**src/rtl/ppu_regs.sv**
```systemverilog
// ppu_regs: CPU-visible PPU register file ($2000-$3FFF, mirrored every 8 bytes).
// Holds control/mask/status, loopy scroll state, the PPUDATA read buffer and the NMI level.
module ppu_regs #(
  parameter int unsigned INC_DOWN = 32
) (
  input  logic        clk,
  input  logic        rst,
  input  logic [15:0] addr,
  input  logic        rw,
  input  logic [7:0]  data_i,
  output logic [7:0]  data_o,
  output logic        nmi,
  input  logic        vblank_set,
  input  logic        vblank_clr,
  input  logic        spr0_hit,
  input  logic        spr_ovf,
  output logic [7:0]  ctrl,
  output logic [7:0]  mask,
  output logic [14:0] t_addr,
  output logic [14:0] v_addr,
  output logic [2:0]  fine_x,
  output logic        vram_rd,
  output logic        vram_wr,
  output logic [13:0] vram_addr,
  output logic [7:0]  vram_wdata,
  input  logic [7:0]  vram_rdata
);
  localparam int unsigned VW = 15;
  localparam int unsigned AW = 14;

  logic          wr_acc, rd_acc, stat_rd;
  logic [2:0]    sel;
  logic [VW-1:0] inc;
  logic          w, vblank, rd_pend;
  logic [7:0]    io_latch, rd_buf;
  logic          unused_addr;

  logic [7:0]    ctrl_n, mask_n, io_n, rd_buf_n, vram_wdata_n;
  logic [VW-1:0] t_n, v_n;
  logic [2:0]    fine_x_n;
  logic          w_n, vblank_n, nmi_n, vram_rd_n, vram_wr_n, rd_pend_n;
  logic [AW-1:0] vram_addr_n;

  assign sel         = addr[2:0];
  assign wr_acc      = (addr[15:13] == 3'b001) && !rw;
  assign rd_acc      = (addr[15:13] == 3'b001) && rw;
  assign inc         = ctrl[2] ? VW'(INC_DOWN) : VW'(1);
  assign unused_addr = ^addr[12:3];

  // Read mux reflects the state before this cycle's access takes effect.
  always_comb begin
    data_o = 8'h00;
    if (rd_acc) begin
      case (sel)
        3'd0:    data_o = ctrl;
        3'd1:    data_o = mask;
        3'd2:    data_o = {vblank, spr0_hit, spr_ovf, io_latch[4:0]};
        3'd7:    data_o = rd_buf;
        default: data_o = io_latch;
      endcase
    end
  end

  // Next-state: register writes, read side effects, vblank/NMI and VRAM strobes.
  always_comb begin
    ctrl_n       = ctrl;
    mask_n       = mask;
    t_n          = t_addr;
    v_n          = v_addr;
    fine_x_n     = fine_x;
    w_n          = w;
    io_n         = io_latch;
    stat_rd      = 1'b0;
    vram_rd_n    = 1'b0;
    vram_wr_n    = 1'b0;
    vram_addr_n  = vram_addr;
    vram_wdata_n = vram_wdata;
    rd_pend_n    = vram_rd;
    rd_buf_n     = rd_pend ? vram_rdata : rd_buf;

    if (wr_acc) begin
      io_n = data_i;
      case (sel)
        3'd0: begin
          ctrl_n       = data_i;
          t_n[11:10]   = data_i[1:0];
        end
        3'd1: mask_n = data_i;
        3'd5: begin
          if (!w) begin
            t_n[4:0]   = data_i[7:3];
            fine_x_n   = data_i[2:0];
            w_n        = 1'b1;
          end else begin
            t_n[14:12] = data_i[2:0];
            t_n[9:5]   = data_i[7:3];
            w_n        = 1'b0;
          end
        end
        3'd6: begin
          if (!w) begin
            t_n[13:8]  = data_i[5:0];
            t_n[14]    = 1'b0;
            w_n        = 1'b1;
          end else begin
            t_n[7:0]   = data_i;
            v_n        = t_n;
            w_n        = 1'b0;
          end
        end
        3'd7: begin
          vram_wr_n    = 1'b1;
          vram_addr_n  = v_addr[AW-1:0];
          vram_wdata_n = data_i;
          v_n          = v_addr + inc;
        end
        default: ;
      endcase
    end

    if (rd_acc) begin
      case (sel)
        3'd2: begin
          stat_rd      = 1'b1;
          w_n          = 1'b0;
        end
        3'd7: begin
          vram_rd_n    = 1'b1;
          vram_addr_n  = v_addr[AW-1:0];
          v_n          = v_addr + inc;
        end
        default: ;
      endcase
    end

    // Clear (pulse or status read) beats a coincident set, suppressing that NMI.
    vblank_n = (vblank | vblank_set) & ~vblank_clr & ~stat_rd;
    nmi_n    = ctrl_n[7] & vblank_n;
  end

  always_ff @(posedge clk) begin
    if (rst) begin
      ctrl       <= 8'h00;
      mask       <= 8'h00;
      t_addr     <= '0;
      v_addr     <= '0;
      fine_x     <= 3'd0;
      w          <= 1'b0;
      vblank     <= 1'b0;
      io_latch   <= 8'h00;
      rd_buf     <= 8'h00;
      rd_pend    <= 1'b0;
      nmi        <= 1'b0;
      vram_rd    <= 1'b0;
      vram_wr    <= 1'b0;
      vram_addr  <= '0;
      vram_wdata <= 8'h00;
    end else begin
      ctrl       <= ctrl_n;
      mask       <= mask_n;
      t_addr     <= t_n;
      v_addr     <= v_n;
      fine_x     <= fine_x_n;
      w          <= w_n;
      vblank     <= vblank_n;
      io_latch   <= io_n;
      rd_buf     <= rd_buf_n;
      rd_pend    <= rd_pend_n;
      nmi        <= nmi_n;
      vram_rd    <= vram_rd_n;
      vram_wr    <= vram_wr_n;
      vram_addr  <= vram_addr_n;
      vram_wdata <= vram_wdata_n;
    end
  end

endmodule

```
**config.mk**
```make
export PLATFORM = sky130hd
export DESIGN_NAME = ppu_regs
export DESIGN_NICKNAME = d
export VERILOG_FILES = /design/src/rtl/ppu_regs.sv
export SDC_FILE = /design/constraint.sdc
export NUM_CORES = 1
export LEC_CHECK = 0
export ABC_CLOCK_PERIOD_IN_PS = 2600
export CORE_UTILIZATION = 30
export DETAILED_ROUTE_END_ITERATION = 10
export DONT_BUFFER_PORTS = 1
export SYNTH_ARGS = -nofsm -noshare
export SYNTH_HDL_FRONTEND = slang
export SYNTH_SLANG_ARGS = --single-unit
```
**constraint.sdc**
```tcl
create_clock -name clk -period 2.6 [get_ports clk]
set_clock_uncertainty 0.1 [all_clocks]
set_input_delay 0.26 -clock clk [delete_from_list [all_inputs] [get_ports clk]]
set_output_delay 0.26 -clock clk [all_outputs]
set_load 0.1 [all_outputs]
```
### After elaboration in Yosys (flattened, before gate mapping)

Cells that the tools add are included.

| cells by class | value |
|---|---|
| add/sub/neg operators | 1 |
| equal/unequal tests | 10 |
| mux-type cells | 30 |
| bitwise logic cells | 9 |
| reduce and logical (&&, ||, !) cells | 17 |

Operators with widths:

| cell | number |
|---|---|
| 15-bit 2-to-1 mux | 4 |
| 14-bit 2-to-1 mux | 4 |
| 8-bit 2-to-1 mux | 4 |
| 8-bit case mux with 4 select lines | 1 |
| 15-bit case mux with 2 select lines | 1 |
| 10-bit case mux with 2 select lines | 1 |
| 15-bit by 6-bit adder with 15-bit output | 1 |
| 4-bit AND reduction | 3 |
| 5-bit 2-to-1 mux | 2 |
| 3-bit == test, second input constant | 3 |
| 1-bit 2-to-1 mux | 8 |
| 2-bit inequality test, second input constant | 4 |
| 7-bit 2-to-1 mux | 1 |
| 3-bit by 1-bit == test with 1-bit output, second input constant | 2 |
| 6-bit 2-to-1 mux | 1 |
| 3-bit case mux with 2 select lines | 1 |
| 2-bit AND reduction | 3 |
| 3-bit AND reduction | 2 |
| 2-bit OR reduction | 3 |
| 1-bit inverter | 5 |
| 2-bit case mux with 2 select lines | 1 |
| 2-bit nonzero test | 2 |
| 1-bit bitwise AND | 3 |
| 3-bit by 2-bit == test with 1-bit output, second input constant | 1 |
| other kinds (5) | 6 |

| word-level totals | value |
|---|---|
| register bits | 93 |
| output and inout bits | 82 |
| word-level logic and storage cells | 86 |

### Logic depth before layout (Yosys ltp)

Gate-level depths: netlist (run 1).

| logic depth | value |
|---|---|
| word-level depth | 6 |
| depth in mapped cells | 8 |

### Worst setup path after synthesis (run 1)

Ideal clock, no wire load.

| path | value |
|---|---|
| path type | register to output |
| start | reg mask[5] |
| end | out data_o[5] |
| arrival time | 2743 ps |
| data required time | 2240 ps |
| path slack | -503 ps |
| stages on the path, launching flop included | 6 |
| path buffers | 0 |
| path through | dfxtp_1 mux2i_1 nor2_1 a21oi_1 o21ai_0 nor2b_1 |

| between the ends | value |
|---|---|
| longest elaborated chain between the ends | 2 |

RTL lines:

| item | line | source |
|---|---|---|
| start: declaration | 18 | `output logic [7:0] mask,` |
| start signal: assignment | 160 | `mask <= mask_n;` |
| 8-bit case mux with 4 select lines | 54 | `case (sel)` |
| 8-bit 2-to-1 mux | 53 | `if (rd_acc) begin` |
| end: declaration | 11 | `output logic [7:0] data_o,` |

No other way between the ends.

### Final worst setup path (run 1)

| path | value |
|---|---|
| start | reg ctrl[2] |
| end | out data_o[2] |

| between the ends | value |
|---|---|
| longest elaborated chain between the ends | 2 |

RTL lines:

| item | line | source |
|---|---|---|
| start: declaration | 17 | `output logic [7:0] ctrl,` |
| start signal: assignment | 159 | `ctrl <= ctrl_n;` |
| 8-bit case mux with 4 select lines | 54 |  |
| 8-bit 2-to-1 mux | 53 |  |

No other way between the ends.

==> impl_metrics.env, run 1 <==
export IMPL_cts_tree="built"
export IMPL_syn2layout_area_growth_pct=28.0
export IMPL_synth_top_family_by_area="simple AND/OR/NAND/NOR gates"
export IMPL_syn_mean_instance_area_um2=8.18
export IMPL_cpPeakStageDelay_ps=360
export IMPL_power_total_w=0.00295
export IMPL_period_share=0.827
export IMPL_io_buffers=0
export IMPL_numCtsBuffers=9
export IMPL_ys_seq_area_frac=0.422
export IMPL_postRouteAntennaNets=0
export IMPL_finalHoldViolations=0
export IMPL_synthMuxAreaShare=0.0839
export IMPL_wirelength_mm=14.4
export IMPL_grt_pass1_vias=4093
export IMPL_die_w_um=123
export IMPL_critPathMaxFanout=3
export IMPL_track_usage=0.198
export IMPL_post_place_ws_ps=490
export IMPL_synth_edf_count=0
export IMPL_synth_top_flop_cell="dfxtp_1"
export IMPL_clock_path_buffers=2
export IMPL_synthAdderAreaFrac=0.00850
export IMPL_drt_iter0_drc=214
export IMPL_p_leak_nw=2.04
export IMPL_fill_cells=1444
export IMPL_status="complete, no violations"
export IMPL_vias=4127
export IMPL_final_area_um2=5660
export IMPL_relSlewSlack=0.353
export IMPL_path_cells="buf_4 -> mux2i_1 -> nor3_1 -> a221oi_1 -> nor2_2 -> buf_12"
export IMPL_synth_simple_area_share=0.241
export IMPL_netlist_top_cells_area="dfxtp_1 42%, mux2i_1 8.4%, nand2_1 7.4%"
export IMPL_yosys_area_top_type="dfxtp_1"
export IMPL_dp_hpwl_mm=10.1
export IMPL_maxCapViolations=0
export IMPL_worst_r2r_cell_count=4
export IMPL_hold_class="input pin to flop"
export IMPL_synth_compound_area_frac=0.181
export IMPL_die_y_um=123
export IMPL_critical_path_class="flop to primary output"
export IMPL_antenna_found_initial=0
export IMPL_cp_required_ps=2240
export IMPL_synth_area_um2=4420
export IMPL_busiest_layer="met2"
export IMPL_netlist_area_leader_share=0.422
export IMPL_post_drt_wl_per_cell_um=18.3
export IMPL_setup_ws_ps=450
export IMPL_first_pass_iters=4
export IMPL_grt_pass1_wl_mm=22.3
export IMPL_synth_seq_cells=93
export IMPL_finalSetupTns_ps=0
export IMPL_synthXorXnorAreaFrac=0.0198
export IMPL_yosysMostFrequentCell="dfxtp_1"
export IMPL_antenna_cells=0
export IMPL_cts_sinks=93
export IMPL_async_flop_share=0
export IMPL_cts_root_buf="clkbuf_16"
export IMPL_cp_arrival_ps=1790
export IMPL_rows=43
export IMPL_cts_hold_buf=19
export IMPL_clk_pin_slew_ps=70
export IMPL_fin_crit_ps=2150
export IMPL_synthCells=540
export IMPL_drive_gt1_frac=0.181
export IMPL_synth_nets=582
export IMPL_start_util=0.313
export IMPL_place_area_um2=5140
export IMPL_min_path_cells=2
export IMPL_end_kind="primary output"
export IMPL_synth_top_cells_by_count="93 x dfxtp_1, 87 x nand2_1, 64 x nor2_1, 56 x a21oi_1, 37 x mux2i_1"
export IMPL_grt_max_degree=89
export IMPL_nets=644
export IMPL_worst_slew_pin_slew_ps=969
export IMPL_grt_use_met1=0.244
export IMPL_cts_resized=0
export IMPL_ctsHtreeMaxLevel=3
export IMPL_yosysUniqueCellTypes=58
export IMPL_route_detailed_drc=0
export IMPL_ir_worst_vdd_v=0.000358
export IMPL_use_met2=0.321
export IMPL_max_freq_mhz=465
export IMPL_grt_met3_usage=0.0563
export IMPL_grt_overflow=0
export IMPL_slowest_stage="dfxtp_2"
export IMPL_start_kind="flop"
export IMPL_finalSetupViolCount=0
export IMPL_vias_per_cell=5.24
export IMPL_ys_warn_count=0
export IMPL_p_per_area_nw_per_um2=521
export IMPL_die_area_um2=15200
export IMPL_core_area_um2=14100
export IMPL_rsz0062_at_grt="no"
export IMPL_cts_setup_buffers=0
export IMPL_clk_latency_ps=360
export IMPL_gp_congestion=0.883
export IMPL_io_pins=121
export IMPL_drv_slew=0
metrics by stage:
step	utilization	cells	hold slack (ps)
after floorplan	-	540	246
after global placement	0.365	752	238
after detailed placement	0.365	752	241
after CTS	0.401	787	7.91
after global routing	0.401	787	32.6
final	0.401	787	16.1
critical path: cells and delay by family (launching register included):
family,cells,cell delay (ps)
buf+inv,2,510
flops,1,360
simple gates,2,340
mux,1,130
compound gates,1,90
cell families (layout without fill, tap and decap cells):
group | after synthesis | after routing
multiplexers | 37 | 37
AO/OA/AOI/OAI | 126 | 126
XOR/XNOR | 10 | 10
buffers and inverters | 47 | 114
adder cells (fa/ha/maj) | 3 | 3
AND/OR/NAND/NOR | 224 | 224
flip-flops | 93 | 93
layer usage:
layer / part of all wire / routed length, um / vias up
li1: - / - / 2026
met1: 0.43 / 6130 / 1945
met2: 0.47 / 6760 / 131
met3: 0.081 / 1170 / 25
met4: 0.024 / 353 / 0
met5: 0 / 0 / -
where the power goes:
part | internal [W] | switching (W)
registers | 0.00143 | 0.00000924
logic | 0.0000628 | 0.000120
clock network | 0.000682 | 0.000644
area by class of cell:
class | count | area (um^2) | area share
Multi-Input combinational cell | 400 | 2380 | 0.421
Sequential cell | 93 | 1870 | 0.330
Timing Repair Buffer | 93 | 863 | 0.153
Clock buffer | 9 | 225 | 0.0398
Tap cell | 180 | 225 | 0.0398
Clock inverter | 7 | 78.8 | 0.0139
Inverter | 5 | 18.8 | 0.00332
placed cells by master (no fill, tap or decap), types with 7 or more instances in the layout:
| cell type | n |
|---|---|
| a211oi_1 | 12 |
| a21oi_1 | 56 |
| a22oi_1 | 9 |
| and2_1 | 8 |
| buf_12 | 8 |
| buf_4 | 66 |
| clkbuf_16 | 9 |
| dfxtp_1 | 90 |
| dlygate4sd3_1 | 18 |
| mux2i_1 | 37 |
| nand2_1 | 87 |
| nand3_1 | 12 |
| nor2_1 | 59 |
| nor3_1 | 13 |
| o21ai_0 | 13 |
| xnor2_1 | 7 |
worst paths after layout:
kind / from / endpoint / slack, ps
min reg2reg: io_latch[2]$_SDFFE_PP0P_ / io_latch[2]$_SDFFE_PP0P_ / 360
min: data_i[1] / v_addr[1]$_SDFF_PP0_ / 20
max: ctrl[2]$_SDFFE_PP0P_ / data_o[2] / 450
max reg2reg: w$_SDFF_PP0_ / v_addr[11]$_SDFF_PP0_ / 470
No activity file was read; power rests on OpenSTA's default activity.
==> run 2, diff against run 1 <==
--- a/config.mk
+++ b/config.mk
@@ -5,7 +5,7 @@
 export SDC_FILE = /design/constraint.sdc
 export NUM_CORES = 1
 export LEC_CHECK = 0
-export ABC_CLOCK_PERIOD_IN_PS = 2600
+export ABC_CLOCK_PERIOD_IN_PS = 1900
 export CORE_UTILIZATION = 30
 export DETAILED_ROUTE_END_ITERATION = 10
 export DONT_BUFFER_PORTS = 1
==> constraint.sdc (replaced) <==
create_clock -name clk -period 1.9 [get_ports clk]
set_clock_uncertainty 0.1 [all_clocks]
set_input_delay 0.19 -clock clk [delete_from_list [all_inputs] [get_ports clk]]
set_output_delay 0.19 -clock clk [all_outputs]
set_load 0.1 [all_outputs]
==> run 2 against run 1 <==
Clock-buffer cell count up 2. Die area is the same. Worst hold slack got worse by 8.1 ps. Sequential power rose by 35%. Via count grew 5.6%. Critical endpoint is now v_addr[13]$_SDFF_PP0_. Critical path depth did not move. Global-route usage grew 0.97 points. Routed wire length is 5.7% higher.
==> impl_metrics.env, run 2 (same netlist as run 1, synthesis figures left out) <==
export IMPL_die_w_um=123
export IMPL_track_usage=0.208
export IMPL_critical_path_class="flop to flop"
export IMPL_grt_pass1_vias=4298
export IMPL_core_area_um2=14100
export IMPL_clkPwrFrac=0.453
export IMPL_nets=693
export IMPL_vias_per_cell=5.21
export IMPL_cp_required_ps=2100
export IMPL_io_buffers=0
export IMPL_place_area_um2=5550
export IMPL_post_place_ws_ps=14.5
export IMPL_rsz0062_at_grt="yes"
export IMPL_whs_ps=7.94
export IMPL_fin_crit_ps=1880
export IMPL_cts_tree="built"
export IMPL_final_cell_mix="99 x buf_4, 87 x nand2_1, 62 x dfxtp_1"
export IMPL_numCtsBuffers=9
export IMPL_clk_pin_slew_ps=70
export IMPL_post_drt_wl_per_cell_um=18.2
export IMPL_start_util=0.313
export IMPL_drv_slew=0
export IMPL_status="complete, no violations"
export IMPL_cp_arrival_ps=2080
export IMPL_intPower_w=0.00307
export IMPL_first_pass_iters=4
export IMPL_period_share=0.990
export IMPL_end_kind="flop"
export IMPL_syn2layout_area_growth_pct=42.1
export IMPL_power_total_w=0.00409
export IMPL_vias=4357
export IMPL_finalHoldViolations=0
export IMPL_start_kind="flop"
export IMPL_p_per_area_nw_per_um2=651
export IMPL_ir_worst_vdd_v=0.000396
export IMPL_grt_overflow=0
export IMPL_die_y_um=123
export IMPL_p_leak_nw=2.35
export IMPL_postRouteAntennaNets=0
export IMPL_grt_max_degree=78
export IMPL_p_sw_frac=0.249
export IMPL_switchingPower_w=0.00102
export IMPL_cts_sinks=93
export IMPL_final_common_cell="buf_4"
export IMPL_hold_class="input pin to flop"
export IMPL_clk_latency_ps=360
export IMPL_finalSetupViolCount=0
export IMPL_grt_pass1_wl_mm=23.6
export IMPL_clock_path_buffers=2
export IMPL_cts_root_buf="clkbuf_16"
export IMPL_drt_iter0_drc=220
export IMPL_seqPwrFrac=0.478
export IMPL_ctsHtreeMaxLevel=3
export IMPL_antenna_cells=0
export IMPL_wirelength_mm=15.2
export IMPL_maxCapViolations=0
export IMPL_io_pins=121
export IMPL_route_detailed_drc=0
export IMPL_worst_slew_pin_slew_ps=640
export IMPL_dp_hpwl_mm=10.3
export IMPL_setup_ws_ps=18.5
export IMPL_antenna_found_initial=0
export IMPL_relSlewSlack=0.569
export IMPL_combPwrFrac=0.069
export IMPL_drive_gt1_frac=0.280
export IMPL_die_area_um2=15200
export IMPL_critPathMaxFanout=3
export IMPL_rows=43
export IMPL_max_freq_mhz=531
export IMPL_fill_cells=1384
export IMPL_gp_congestion=0.865
export IMPL_final_area_um2=6280
## run 2: final cells by class
cell class / count / area [um^2] / share of cell area
Timing Repair Buffer: 142 / 1280 / 0.204
Inverter: 5 / 18.8 / 0.00299
Clock buffer: 11 / 264 / 0.0421
Multi-Input combinational cell: 400 / 2520 / 0.402
Tap cell: 180 / 225 / 0.0359
Sequential cell: 93 / 1920 / 0.306
Clock inverter: 5 / 43.8 / 0.00698
## run 2: repair_timing
item                       in CTS  in global routing
pin swaps                       0                  3
hold buffers                   34                  0
setup endpoints to repair       2                 10
hold endpoints to repair       93                  0
gates resized for setup         5                  6
buffers inserted                1                  0
## run 2: worst max-delay path, stage by stage (launching register included)
cell and delay (ps):
dfxtp_4 370, ha_4 260, and4_4 220, a31oi_4 90
or4_1 420, a211oi_2 220, o21a_1 130
## run 2: power by group through the flow
| stage | sequential [W] | combinational [W] | clock (W) |
|---|---|---|---|
| floorplan | 0.00203 | 0.000166 | 0 |
| global placement | 0.00200 | 0.000178 | 0 |
| detailed placement | 0.00200 | 0.000181 | 0 |
| CTS | 0.00195 | 0.000278 | 0.00190 |
| global route | 0.00195 | 0.000298 | 0.00198 |
| finish | 0.00195 | 0.000280 | 0.00185 |
## run 2: routing by layer
| metal | share of wire | routed length [um] | track usage | vias up |
|---|---|---|---|---|
| met4 | 0.022 | 337 | 0.0934 | 0 |
| li1 | - | - | - | 2126 |
| met1 | 0.42 | 6370 | 0.256 | 2058 |
| met2 | 0.48 | 7370 | 0.347 | 147 |
| met3 | 0.077 | 1170 | 0.0438 | 26 |
| met5 | 0 | 0 | 0 | - |
## run 2: final timing paths
path | depth (start not counted) | end | from | slack (ps)
worst max-delay path | 6 | v_addr[13]$_SDFF_PP0_ | ctrl[2]$_SDFFE_PP0P_ | 20
worst min-delay path | 2 | t_addr[0]$_SDFFE_PP0P_ | data_i[3] | 8
worst max register to register | 6 | v_addr[13]$_SDFF_PP0_ | ctrl[2]$_SDFFE_PP0P_ | 20
worst min register to register | 2 | t_addr[7]$_SDFFE_PP0P_ | t_addr[7]$_SDFFE_PP0P_ | 360
## run 2: per-stage QoR
step,TNS (ps),util,cells
after floorplan,-201,-,540
after global placement,-15.3,0.393,785
after CTS,-10.2,0.443,836
after detailed placement,0,0.393,785
final,0,0.445,836
after global routing,-177,0.445,836
==> run 3, diff against run 2 <==
--- a/config.mk
+++ b/config.mk
@@ -5,10 +5,13 @@
 export SDC_FILE = /design/constraint.sdc
 export NUM_CORES = 1
 export LEC_CHECK = 0
-export ABC_CLOCK_PERIOD_IN_PS = 1900
+export ABC_CLOCK_PERIOD_IN_PS = 2000
+export CELL_PAD_IN_SITES_DETAIL_PLACEMENT = 1
+export CELL_PAD_IN_SITES_GLOBAL_PLACEMENT = 2
 export CORE_UTILIZATION = 30
 export DETAILED_ROUTE_END_ITERATION = 10
 export DONT_BUFFER_PORTS = 1
+export PLACE_DENSITY_LB_ADDON = 0.1
 export SYNTH_ARGS = -nofsm -noshare
 export SYNTH_HDL_FRONTEND = slang
 export SYNTH_SLANG_ARGS = --single-unit
==> constraint.sdc (replaced) <==
create_clock -name clk -period 2 [get_ports clk]
set_clock_uncertainty 0.1 [all_clocks]
set_input_delay 0.2 -clock clk [delete_from_list [all_inputs] [get_ports clk]]
set_output_delay 0.2 -clock clk [all_outputs]
set_load 0.1 [all_outputs]
==> run 3 against run 2 <==
Via count down 0.92%. Total power down 8.4%. Register-to-register slack better by 40 ps. Largest power group unchanged. Clock power down 12%. Critical endpoint unchanged. Setup slack better by 42 ps. Clock-buffer cell count down 1. Routed wire length up 10%.
==> impl_metrics.env, run 3 (same netlist as run 1, synthesis figures left out) <==
export IMPL_clk_pin_slew_ps=70
export IMPL_nets=684
export IMPL_r2r_end="v_addr[13]$_SDFF_PP0_"
export IMPL_cp_arrival_ps=2130
export IMPL_routed_top_layer="met4"
export IMPL_grt_pass1_wl_mm=25.9
export IMPL_p_leak_nw=2.28
export IMPL_route_detailed_drc=0
export IMPL_vias=4317
export IMPL_vias_per_cell=5.20
export IMPL_io_pins=121
export IMPL_ir_worst_vdd_v=0.000349
export IMPL_start_util=0.313
export IMPL_rows=43
export IMPL_clk_latency_ps=340
export IMPL_syn2layout_area_growth_pct=38.3
export IMPL_route_met3_wl_um=886
export IMPL_postRouteAntennaNets=0
export IMPL_rsz0062_at_grt="yes"
export IMPL_power_total_w=0.00374
export IMPL_track_usage=0.232
export IMPL_r2r_start="ctrl[2]$_SDFFE_PP0P_"
export IMPL_status="complete, no violations"
export IMPL_ff2ff_setup_slack_ps=60
export IMPL_io_buffers=0
export IMPL_finalSetupTns_ps=0
export IMPL_path_cells="ha_4 -> and4_4 -> a31oi_4 -> or4_4 -> a211oi_2 -> o21a_1"
export IMPL_die_area_um2=15200
export IMPL_critPathMaxFanout=5
export IMPL_grt_pass1_vias=4452
export IMPL_final_common_cell="buf_4"
export IMPL_dp_hpwl_mm=11.4
export IMPL_post_place_ws_ps=49.5
export IMPL_core_area_um2=14100
export IMPL_maxCapViolations=0
export IMPL_first_pass_iters=4
export IMPL_grt_overflow=0
export IMPL_worstHoldEndpoint="v_addr[0]$_SDFF_PP0_"
export IMPL_die_w_um=123
export IMPL_finalHoldViolations=0
export IMPL_fin_crit_ps=1940
export IMPL_cts_root_buf="clkbuf_16"
export IMPL_clock_path_buffers=2
export IMPL_wl_met2_mm=7.76
export IMPL_numCtsBuffers=9
export IMPL_drive_gt1_frac=0.278
export IMPL_p_per_area_nw_per_um2=613
export IMPL_cp_required_ps=2190
export IMPL_worst_r2r_cell_count=6
export IMPL_critical_path_class="flop to flop"
export IMPL_fin_cells=830
export IMPL_post_drt_wl_per_cell_um=20.3
export IMPL_cts_sinks=93
export IMPL_cpPeakStageDelay_ps=430
export IMPL_max_freq_mhz=516
export IMPL_end_kind="flop"
export IMPL_drt_iter0_drc=180
export IMPL_start_kind="flop"
export IMPL_period_share=0.970
export IMPL_dp_cells=786
export IMPL_drv_slew=0
export IMPL_setup_ws_ps=61.0
export IMPL_hold_class="input pin to flop"
export IMPL_relSlewSlack=0.441
export IMPL_wirelength_mm=16.8
export IMPL_ctsHtreeMaxLevel=3
export IMPL_drt_met1_wl_mm=7.77
export IMPL_finalSetupViolCount=0
export IMPL_min_path_cells=2
export IMPL_antenna_found_initial=2
export IMPL_worst_slew_pin_slew_ps=830
export IMPL_die_y_um=123
export IMPL_final_cell_mix="100 x buf_4, 87 x nand2_1, 64 x dfxtp_1"
export IMPL_cts_tree="built"
export IMPL_min_from="data_i[0]"
export IMPL_slowest_stage="or4_4"
export IMPL_gp_congestion=0.857
export IMPL_grt_max_degree=84
[run 3: cell type report]
cell class	count	area, um^2
antenna	3	7.51
clock buffer	10	239
clock inverter	6	37.5
fill	1656	7990
inverter	5	18.8
multi-input combinational	400	2480
sequential	93	1920
tap	180	225
timing repair buffer	133	1190
[run 3: repair_timing]
action / in CTS / in global routing
setup endpoints to repair: 0 / 6
buffers inserted: 0 / 2
hold endpoints to repair: 91 / 0
gates resized for setup: 0 / 7
hold buffers: 23 / 0
[run 3: worst max-delay path by stage]
stage / startpoint / to / slack, ps / depth (start not counted)
global route: rw / ctrl[2]$_SDFFE_PP0P_ / -2 / 5
floorplan: ctrl[2]$_SDFFE_PP0P_ / v_addr[6]$_SDFF_PP0_ / -90 / 7
global placement: ctrl[2]$_SDFFE_PP0P_ / v_addr[13]$_SDFF_PP0_ / 70 / 6
detailed placement: ctrl[2]$_SDFFE_PP0P_ / v_addr[13]$_SDFF_PP0_ / 50 / 6
finish: ctrl[2]$_SDFFE_PP0P_ / v_addr[13]$_SDFF_PP0_ / 60 / 6
CTS: ctrl[2]$_SDFFE_PP0P_ / v_addr[13]$_SDFF_PP0_ / 20 / 6
[run 3: critical path, delay by kind of cell, from the launching register on]
family | cells | cell delay [ps]
and+or+nand+nor | 2 | 680
AOI/OAI and AO/OA | 3 | 460
DFF | 1 | 370
adders and majority gates | 1 | 270
[run 3: metrics by stage]
| step | hold slack (ps) | instance area, um^2 | utilization |
|---|---|---|---|
| finish | 3.77 | 6110 | 0.433 |
| CTS | 1.15 | 6050 | 0.429 |
| global placement | 177 | 5530 | 0.392 |
| floorplan | 186 | 4570 | - |
| global route | 21.2 | 6110 | 0.433 |
| detailed placement | 179 | 5530 | 0.392 |
[run 3: report_power, final]
group	internal, W	switching [W]	leakage, nW
registers	0.00185	0.00000801	0.767
logic	0.0000878	0.000176	1.38
clock network	0.000873	0.000747	0.139
total	0.00281	0.000930	2.28
[run 3: metal layers]
metal	track usage	vias to the layer above
li1	-	2111
met1	0.307	2084
met2	0.370	101
met3	0.0452	21
met4	0.0896	0
met5	0	-
